## config.mk

```make
export PLATFORM = sky130hd
export DESIGN_NAME = cordic_seq
export DESIGN_NICKNAME = d
export VERILOG_FILES = /design/src/rtl/cordic_pkg.sv /design/src/rtl/cordic_iter_stage.sv /design/src/rtl/cordic_seq.sv
export SDC_FILE = /design/constraint.sdc
export NUM_CORES = 1
export LEC_CHECK = 0
export CAP_MARGIN = 10
export CORE_MARGIN = 3
export CORE_UTILIZATION = 46
export CTS_CLUSTER_SIZE = 10
export DETAILED_ROUTE_END_ITERATION = 7
export REMOVE_ABC_BUFFERS = 1
export SLEW_MARGIN = 40
export SYNTH_ARGS = -nofsm -noshare
export SYNTH_HDL_FRONTEND = slang
export SYNTH_SLANG_ARGS = --single-unit
```

## constraint.sdc

```tcl
create_clock -name clk -period 7.2 [get_ports clk]
set_input_delay 1.8 -clock clk [delete_from_list [all_inputs] [get_ports clk]]
set_output_delay 1.8 -clock clk [all_outputs]
set_load 0.02 [all_outputs]
```

## src/rtl/cordic_pkg.sv

```systemverilog
// Shared constants for the sequential CORDIC rotator: Q8.12 scalars,
// FSM state encodings and the arctangent table.
package cordic_pkg;

    localparam int unsigned DW         = 20;
    localparam int unsigned FRAC       = 12;
    localparam int unsigned N_ITER_MAX = 16;

    localparam logic        [DW-1:0] K       = 20'h009B8;
    localparam logic signed [DW-1:0] PI      = 20'sd12868;
    localparam logic signed [DW-1:0] HALF_PI = 20'sd6434;

    typedef logic [1:0] state_t;

    localparam state_t ST_IDLE  = 2'd0;
    localparam state_t ST_ITER  = 2'd1;
    localparam state_t ST_SCALE = 2'd2;
    localparam state_t ST_DONE  = 2'd3;

    // atan(2^-i) in Q8.12, rounded to nearest
    localparam logic signed [DW-1:0] ATAN [N_ITER_MAX] = '{
        20'sd3217, 20'sd1899, 20'sd1003, 20'sd509,
        20'sd256,  20'sd128,  20'sd64,   20'sd32,
        20'sd16,   20'sd8,    20'sd4,    20'sd2,
        20'sd1,    20'sd1,    20'sd0,    20'sd0
    };

endpackage

```

## src/rtl/cordic_iter_stage.sv

```systemverilog
// One CORDIC micro-rotation; purely combinational, reused every ITER cycle.
module cordic_iter_stage
    import cordic_pkg::*;
(
    input  logic signed [DW-1:0] x_i,
    input  logic signed [DW-1:0] y_i,
    input  logic signed [DW-1:0] z_i,
    input  logic        [3:0]    i_i,
    input  logic signed [DW-1:0] atan_i,
    output logic signed [DW-1:0] x_o,
    output logic signed [DW-1:0] y_o,
    output logic signed [DW-1:0] z_o
);

    logic signed [DW-1:0] x_sh;
    logic signed [DW-1:0] y_sh;
    logic                 rot_pos;

    assign x_sh    = x_i >>> i_i;
    assign y_sh    = y_i >>> i_i;
    assign rot_pos = ~z_i[DW-1];

    always_comb begin
        if (rot_pos) begin
            x_o = x_i - y_sh;
            y_o = y_i + x_sh;
            z_o = z_i - atan_i;
        end else begin
            x_o = x_i + y_sh;
            y_o = y_i - x_sh;
            z_o = z_i + atan_i;
        end
    end

endmodule

```

## src/rtl/cordic_seq.sv

```systemverilog
// Sequential rotation-mode CORDIC: one micro-rotation per clock, then a
// gain-compensation step, with a valid/ready handshake on both sides.
module cordic_seq #(
    parameter int unsigned N_ITER = 16,
    parameter int unsigned FRAC   = 12
) (
    input  logic               clk,
    input  logic               rst,
    input  logic               in_valid,
    output logic               in_ready,
    input  logic signed [19:0] x_in,
    input  logic signed [19:0] y_in,
    input  logic signed [19:0] angle_in,
    output logic               out_valid,
    input  logic               out_ready,
    output logic signed [19:0] x_out,
    output logic signed [19:0] y_out,
    output logic               busy
);

    import cordic_pkg::*;

    state_t               state_q, state_d;
    logic        [3:0]    i_q, i_d;
    logic signed [DW-1:0] x_q, x_d;
    logic signed [DW-1:0] y_q, y_d;
    logic signed [DW-1:0] z_q, z_d;
    logic signed [DW-1:0] xo_q, xo_d;
    logic signed [DW-1:0] yo_q, yo_d;

    logic signed [DW-1:0]   x_nx, y_nx, z_nx;
    logic signed [2*DW-1:0] x_prod, y_prod;
    logic                   last_iter;

    cordic_iter_stage u_stage (
        .x_i    (x_q),
        .y_i    (y_q),
        .z_i    (z_q),
        .i_i    (i_q),
        .atan_i (ATAN[i_q]),
        .x_o    (x_nx),
        .y_o    (y_nx),
        .z_o    (z_nx)
    );

    assign last_iter = (i_q == 4'(N_ITER - 1));
    assign x_prod    = x_q * $signed(K);
    assign y_prod    = y_q * $signed(K);

    always_comb begin
        state_d = state_q;
        i_d     = i_q;
        x_d     = x_q;
        y_d     = y_q;
        z_d     = z_q;
        xo_d    = xo_q;
        yo_d    = yo_q;
        case (state_q)
            ST_IDLE: begin
                if (in_valid) begin
                    // Fold angles beyond +/-pi/2 into CORDIC's convergence range
                    if (angle_in > HALF_PI) begin
                        x_d = -x_in;
                        y_d = -y_in;
                        z_d = angle_in - PI;
                    end else if (angle_in < -HALF_PI) begin
                        x_d = -x_in;
                        y_d = -y_in;
                        z_d = angle_in + PI;
                    end else begin
                        x_d = x_in;
                        y_d = y_in;
                        z_d = angle_in;
                    end
                    i_d     = '0;
                    state_d = ST_ITER;
                end
            end
            ST_ITER: begin
                x_d = x_nx;
                y_d = y_nx;
                z_d = z_nx;
                if (last_iter) begin
                    state_d = ST_SCALE;
                end else begin
                    i_d = i_q + 4'd1;
                end
            end
            ST_SCALE: begin
                xo_d    = DW'(x_prod >>> FRAC);
                yo_d    = DW'(y_prod >>> FRAC);
                state_d = ST_DONE;
            end
            ST_DONE: begin
                if (out_ready) begin
                    state_d = ST_IDLE;
                end
            end
            default: state_d = ST_IDLE;
        endcase
    end

    always_ff @(posedge clk) begin
        if (rst) begin
            state_q <= ST_IDLE;
            i_q     <= '0;
            x_q     <= '0;
            y_q     <= '0;
            z_q     <= '0;
            xo_q    <= '0;
            yo_q    <= '0;
        end else begin
            state_q <= state_d;
            i_q     <= i_d;
            x_q     <= x_d;
            y_q     <= y_d;
            z_q     <= z_d;
            xo_q    <= xo_d;
            yo_q    <= yo_d;
        end
    end

    assign in_ready  = (state_q == ST_IDLE);
    assign out_valid = (state_q == ST_DONE);
    assign busy      = (state_q != ST_IDLE);
    assign x_out     = xo_q;
    assign y_out     = yo_q;

endmodule

```

Word level (Yosys, flattened, before mapping)
Memory sizes are Yosys's and may differ from the RTL's.
Cells that the tools add are included.
Widths: inputs -> output; s select.
{"block": "op_classes", "muxes": 24, "reduce_logical": 6, "mul": 2, "n_eq_ne": 8, "div_mod_pow": 0, "shift": 2, "bitwise": 1, "add_sub_neg": 11, "magnitude_cmp": 3}
{"operator": "$mux 20", "n": 14}
{"operator": "$pmux 20 s2", "n": 3}
{"operator": "$add 20x20->20", "n": 3}
{"operator": "$sub 20x20->20", "n": 3}
{"operator": "$mul 20x10->29 const B", "n": 2}
{"operator": "$neg 20->20", "n": 2}
{"operator": "$sshr 20x4->20", "n": 2}
{"operator": "$add 20x15->20 const B", "n": 1}
{"operator": "$gt 20x14->1 const B", "n": 1}
{"operator": "$lt 20x14->1 const B", "n": 1}
{"operator": "$sub 20x15->20 const B", "n": 1}
{"operator": "$mux 4", "n": 2}
{"operator": "$pmux 2 s4", "n": 1}
{"operator": "$pmux 4 s2", "n": 1}
{"operator": "$mux 2", "n": 3}
{"operator": "$ne 2x2->1 const B", "n": 3}
{"operator": "$reduce_and 3->1", "n": 2}
{"operator": "$ge 5x5->1 const B", "n": 1}
{"operator": "$not 4->5", "n": 1}
{"operator": "$add 4x1->4 const B", "n": 1}
{"operator": "$eq 2x2->1 const B", "n": 2}
{"operator": "$eq 4x4->1 const B", "n": 1}
{"operator": "$reduce_bool 2->1", "n": 2}
{"operator": "$eq 2x1->1 const B", "n": 1}
{"operator": "3 further kinds", "n": 3}
{"block": "word_totals", "mem_bits_rw": 0, "mem_bits_ro": 320, "reg_bits": 106, "input_bits": 64, "latchBits": 0, "mem_count": 1, "out_inout_bits": 43, "word_cells": 65}
{"name": "(no name shown)", "depth": 16, "width": 20, "read_ports": 1, "rd_clocked_by_memory_dff": 0, "write_ports": 0, "line": "cordic_seq.sv:40", "rtl": ".atan_i (ATAN[i_q]),"}

Logic depth before layout (Yosys ltp)
{"block": "depth", "depth_word": 7, "depth_mapped": 24, "mapped_depth_nobuf": 21}

Modules after synthesis
From an unflattened synthesis, not the netlist that was laid out.
{"block": "unflattened", "cells_unflattened": 2369, "area_unflattened_um2": 19421.1}
{"module": "cordic_seq", "area_per_inst_um2": 13444.1, "cells_each": 1587, "seq_area_each_um2": 2122.0, "instances": 1}
{"module": "cordic_iter_stage", "area_per_inst_um2": 5977.0, "cells_each": 782, "seq_area_each_um2": 0.0, "instances": 1}

Worst setup path after synthesis
Ideal clock, no wire load.
{"block": "synth_path", "path_type": "reg-to-reg", "from": "register x_q[8]", "to": "register xo_q[14] (netlist: x_out[14])", "path_stages_with_launch": 20, "period_less_slack_ps": 5295, "n_path_buf": 0, "path_slack_ps": 1905, "setup_time_ps": 122, "arrival_ps": 5172, "required_time_ps": 7078, "path_cell_list": "dfxtp_1 > ha_1 > inv_1 > fa_1 > inv_1 > fa_1 > fa_1 > inv_1 > fa_1 > inv_1 > ha_1 > a21oi_1 > o21ai_0 > a221oi_1 > a21oi_1 > o21ai_0 > a21oi_1 > o311ai_0 > a2111oi_0 > a311o_1"}
{"block": "synth_between", "elab_chain_cells": 1}
{"item": "start, declared", "line": "cordic_seq.sv:25", "rtl": "logic signed [DW-1:0] x_q, x_d;"}
{"item": "start signal, assigned", "line": "cordic_seq.sv:107", "rtl": "x_q <= '0;"}
{"item": "start signal, assigned", "line": "cordic_seq.sv:115", "rtl": "x_q <= x_d;"}
{"item": "$mul 20x10->29", "line": "cordic_seq.sv:47", "rtl": "assign x_prod = x_q * $signed(K);"}
{"item": "end signal, assigned", "line": "cordic_seq.sv:118", "rtl": "xo_q <= xo_d;"}
{"item": "end, declared", "line": "cordic_seq.sv:28", "rtl": "logic signed [DW-1:0] xo_q, xo_d;"}
Every way passes these cells.
A chain may end at the register's enable or synchronous reset.

Worst setup path after layout
{"block": "layout_path", "from": "register x_q[9]", "to": "register xo_q[18] (netlist: x_out[18])"}
The elaborated chain is that of the path after synthesis.

==> run metrics <==
die footprint=44100 sq um; CTS sink cnt=106; Post-synth EDFFs=0; CP max FO=11; nets=2748; clk root buf=clkbuf_16; vias in the first global route=16308; Tcrit/Tclk final=85.7%; #FFs+latches synth=106; post-cts repair resize count=0; run status=complete, no violations; pin count of the biggest net entering global routing=73; DR WL/cell=18.6 microns; Vias=16384; post-synthesis async set-or-reset flop share=0%; worst skew pair latency=0.39 ns; first-pass GRT wire length=86100 microns; setup_tns=0 ns; commonest non-fill, non-tap cell in the layout=inv_1; Final Util=50.8%; drt total wl=53000 microns; Vias/cell=5.76; core area=41000 sq um; DRT iter0 DRCs=1010; nature of the critical path endpoint=flip-flop; RSZ-0062 raised after global routing=no; Final ANT Viol Nets=0; synthesized area per cell=8.43 sq um; capturing point of the worst reg2reg path=x_out[18]; Hold WS=0.462 ns; initial antenna violation count=0; worst reg2reg path depth=19; CP Data Required Time=7.48 ns; register-to-register setup slack=1.03 ns; Yosys top cell by area=fa_1; Layout area overhead=8.84%; Synth area leaders=fa_1 (16%), ha_1 (15%), dfxtp_1 (11%); die span in y=210 microns; Final Max Slew Viols=0; post-synthesis sequential area ratio=11.1%; number of remaining DRC errors=0; YS warnings=0; # port buffers=106; Setup crit start=x_q[9]; # H-tree levels=3; crit path to=x_out[18]; Die X=210 microns; DPL Wire Length=41200 microns; max cap viols=0; Pre-Repair DR Iteration Count=5; fillers=3985; Min-Delay Path Class=flip-flop to flip-flop; CTS tree=built; fraction of layout cells with a size suffix above 1=5.40%; crit path DAT=6.45 ns; FP Rows=74; GR Overflow Total=0; Setup Fix Bufs, Post-CTS=0; CTS clk-pin slew, worst paths=0.08 ns; Relative slew margins=43.6%; Setup WS post-layout=1.03 ns; Worst Skew=0.0147 ns; Max Root-Sink Buffers=2; cts-stage hold buffer count=0; pre-CTS WS=1.21 ns; final count of hold timing violations=0; CP startpoint kind=flip-flop; Main synth FF type=dfxtp_1; Max Fclk=0.162 GHz; Mapped Area=19100 sq um; worst setup path category=flip-flop to flip-flop; CTS Buf Count=9; area share of the largest cell type after synthesis=15.6%; GPL Wtd Cong=0.919; worst slew pin tran=0.845 ns; gate count of the mapped netlist=2270; reg2reg start=x_q[9]; gr usage total=24.1%; Initial Utilization=46.7%; Yosys cell types=100; # diodes=0; Ports=107; Final Critical Period=6.17 ns; commonest non-fill, non-tap cells in the layout=inv_1 (330), ha_1 (224), nor2_1 (160), nand2_1 (150), a21oi_1 (150); Final setup viols=0
==> Yosys cell counts (6+ instances only) <==
cell type,count
nand3_1,37
mux2i_1,64
o22ai_1,8
and2_1,11
a21oi_1,151
or2_2,9
nand4_1,9
mux2_2,8
a211oi_1,36
o41ai_1,8
a211o_1,7
buf_1,9
and3_1,17
a21o_1,41
o211ai_1,34
o21bai_1,9
buf_2,6
nand2_1,150
or3_1,18
xor2_1,61
nor3_1,41
mux4_1,16
o31a_1,8
nor2b_1,17
o31ai_1,24
xnor2_1,101
clkbuf_8,10
nor2_1,160
clkbuf_1,59
o21a_1,22
o21ai_0,91
nand2b_1,12
ha_1,226
buf_6,7
dfxtp_1,106
inv_1,331
mux4_2,18
a22oi_1,10
a21boi_0,7
a31oi_1,29
fa_1,149
a221oi_1,10
==> critical path: stages (launching register included) <==
cell and delay (ns):
dfxtp_1 0.69, ha_1 0.37, inv_1 0.09, fa_1 0.40
inv_1 0.08, fa_1 0.44, fa_1 0.55, inv_1 0.05
fa_1 0.50, inv_1 0.04, ha_1 0.33, a21oi_1 0.15
o21ai_0 0.13, a221oi_1 0.57, a21oi_1 0.24, o211ai_1 0.32
a21boi_0 0.19, o31a_1 0.32, or4_1 0.50, o311ai_0 0.09
==> cell families (layout without fill, tap and decap cells) <==
logic type | Yosys count | count (layout) | synth area share (%)
compound gates | 566 | 566 | 19.8
buf+inv | 436 | 480 | 9.85
fa+ha+maj | 375 | 375 | 30.3
simple gates | 513 | 513 | 12.9
mux | 111 | 111 | 8.55
flops | 106 | 106 | 11.1
xor+xnor | 163 | 163 | 7.53
==> stage by stage <==
step	area (sq um)	cells
after floorplan	18500	2169
after global placement	20400	2830
after detailed placement	20500	2830
after CTS	20800	2846
after global routing	20800	2846
final	20800	2846
==> worst min path at each step <==
stage | start | to | slack [ns] | cells after the start
final | y_out[8] | y_out[8] | 0.46 | 2
after global routing | z_q[2] | z_q[2] | 0.48 | 2
after CTS | y_out[13] | y_out[13] | 0.46 | 2
after detailed placement | y_out[13] | y_out[13] | 0.45 | 2
after global placement | y_out[8] | y_out[8] | 0.44 | 2
after floorplan | z_q[2] | z_q[2] | 0.43 | 2
==> layout make-up <==
cell class	instances	area (sq um)	area share (%)
clock buffer	9	225	1.08
multi-input combinational	1728	15200	72.9
clock inverter	7	146	0.702
sequential	106	2130	10.2
tap	532	666	3.19
inverter	335	1260	6.03
timing repair buffer	129	1230	5.91
==> per-layer routing <==
metal  up-vias  part of all wire [%]  routed length (microns)  GRT usage, %
li1       7987                     -                        -             -
met1      7968                    47                    24700          33.0
met2       371                    47                    25200          41.0
met3        58                   3.9                     2060          2.59
met4         0                   2.1                     1110          6.35
met5         -                     0                        0             0
==> state kept, by name, indices dropped and copies added (netlist names) <==
| name | cells |
|---|---|
| i_q | 4 |
| x_out | 20 |
| z_q | 20 |
| x_q | 20 |
| state_q | 2 |
| y_out | 20 |
| y_q | 20 |
Power is left out: the tool's default activity adds up to more than one toggle a clock period on the data nets, which glitch-free logic cannot reach.
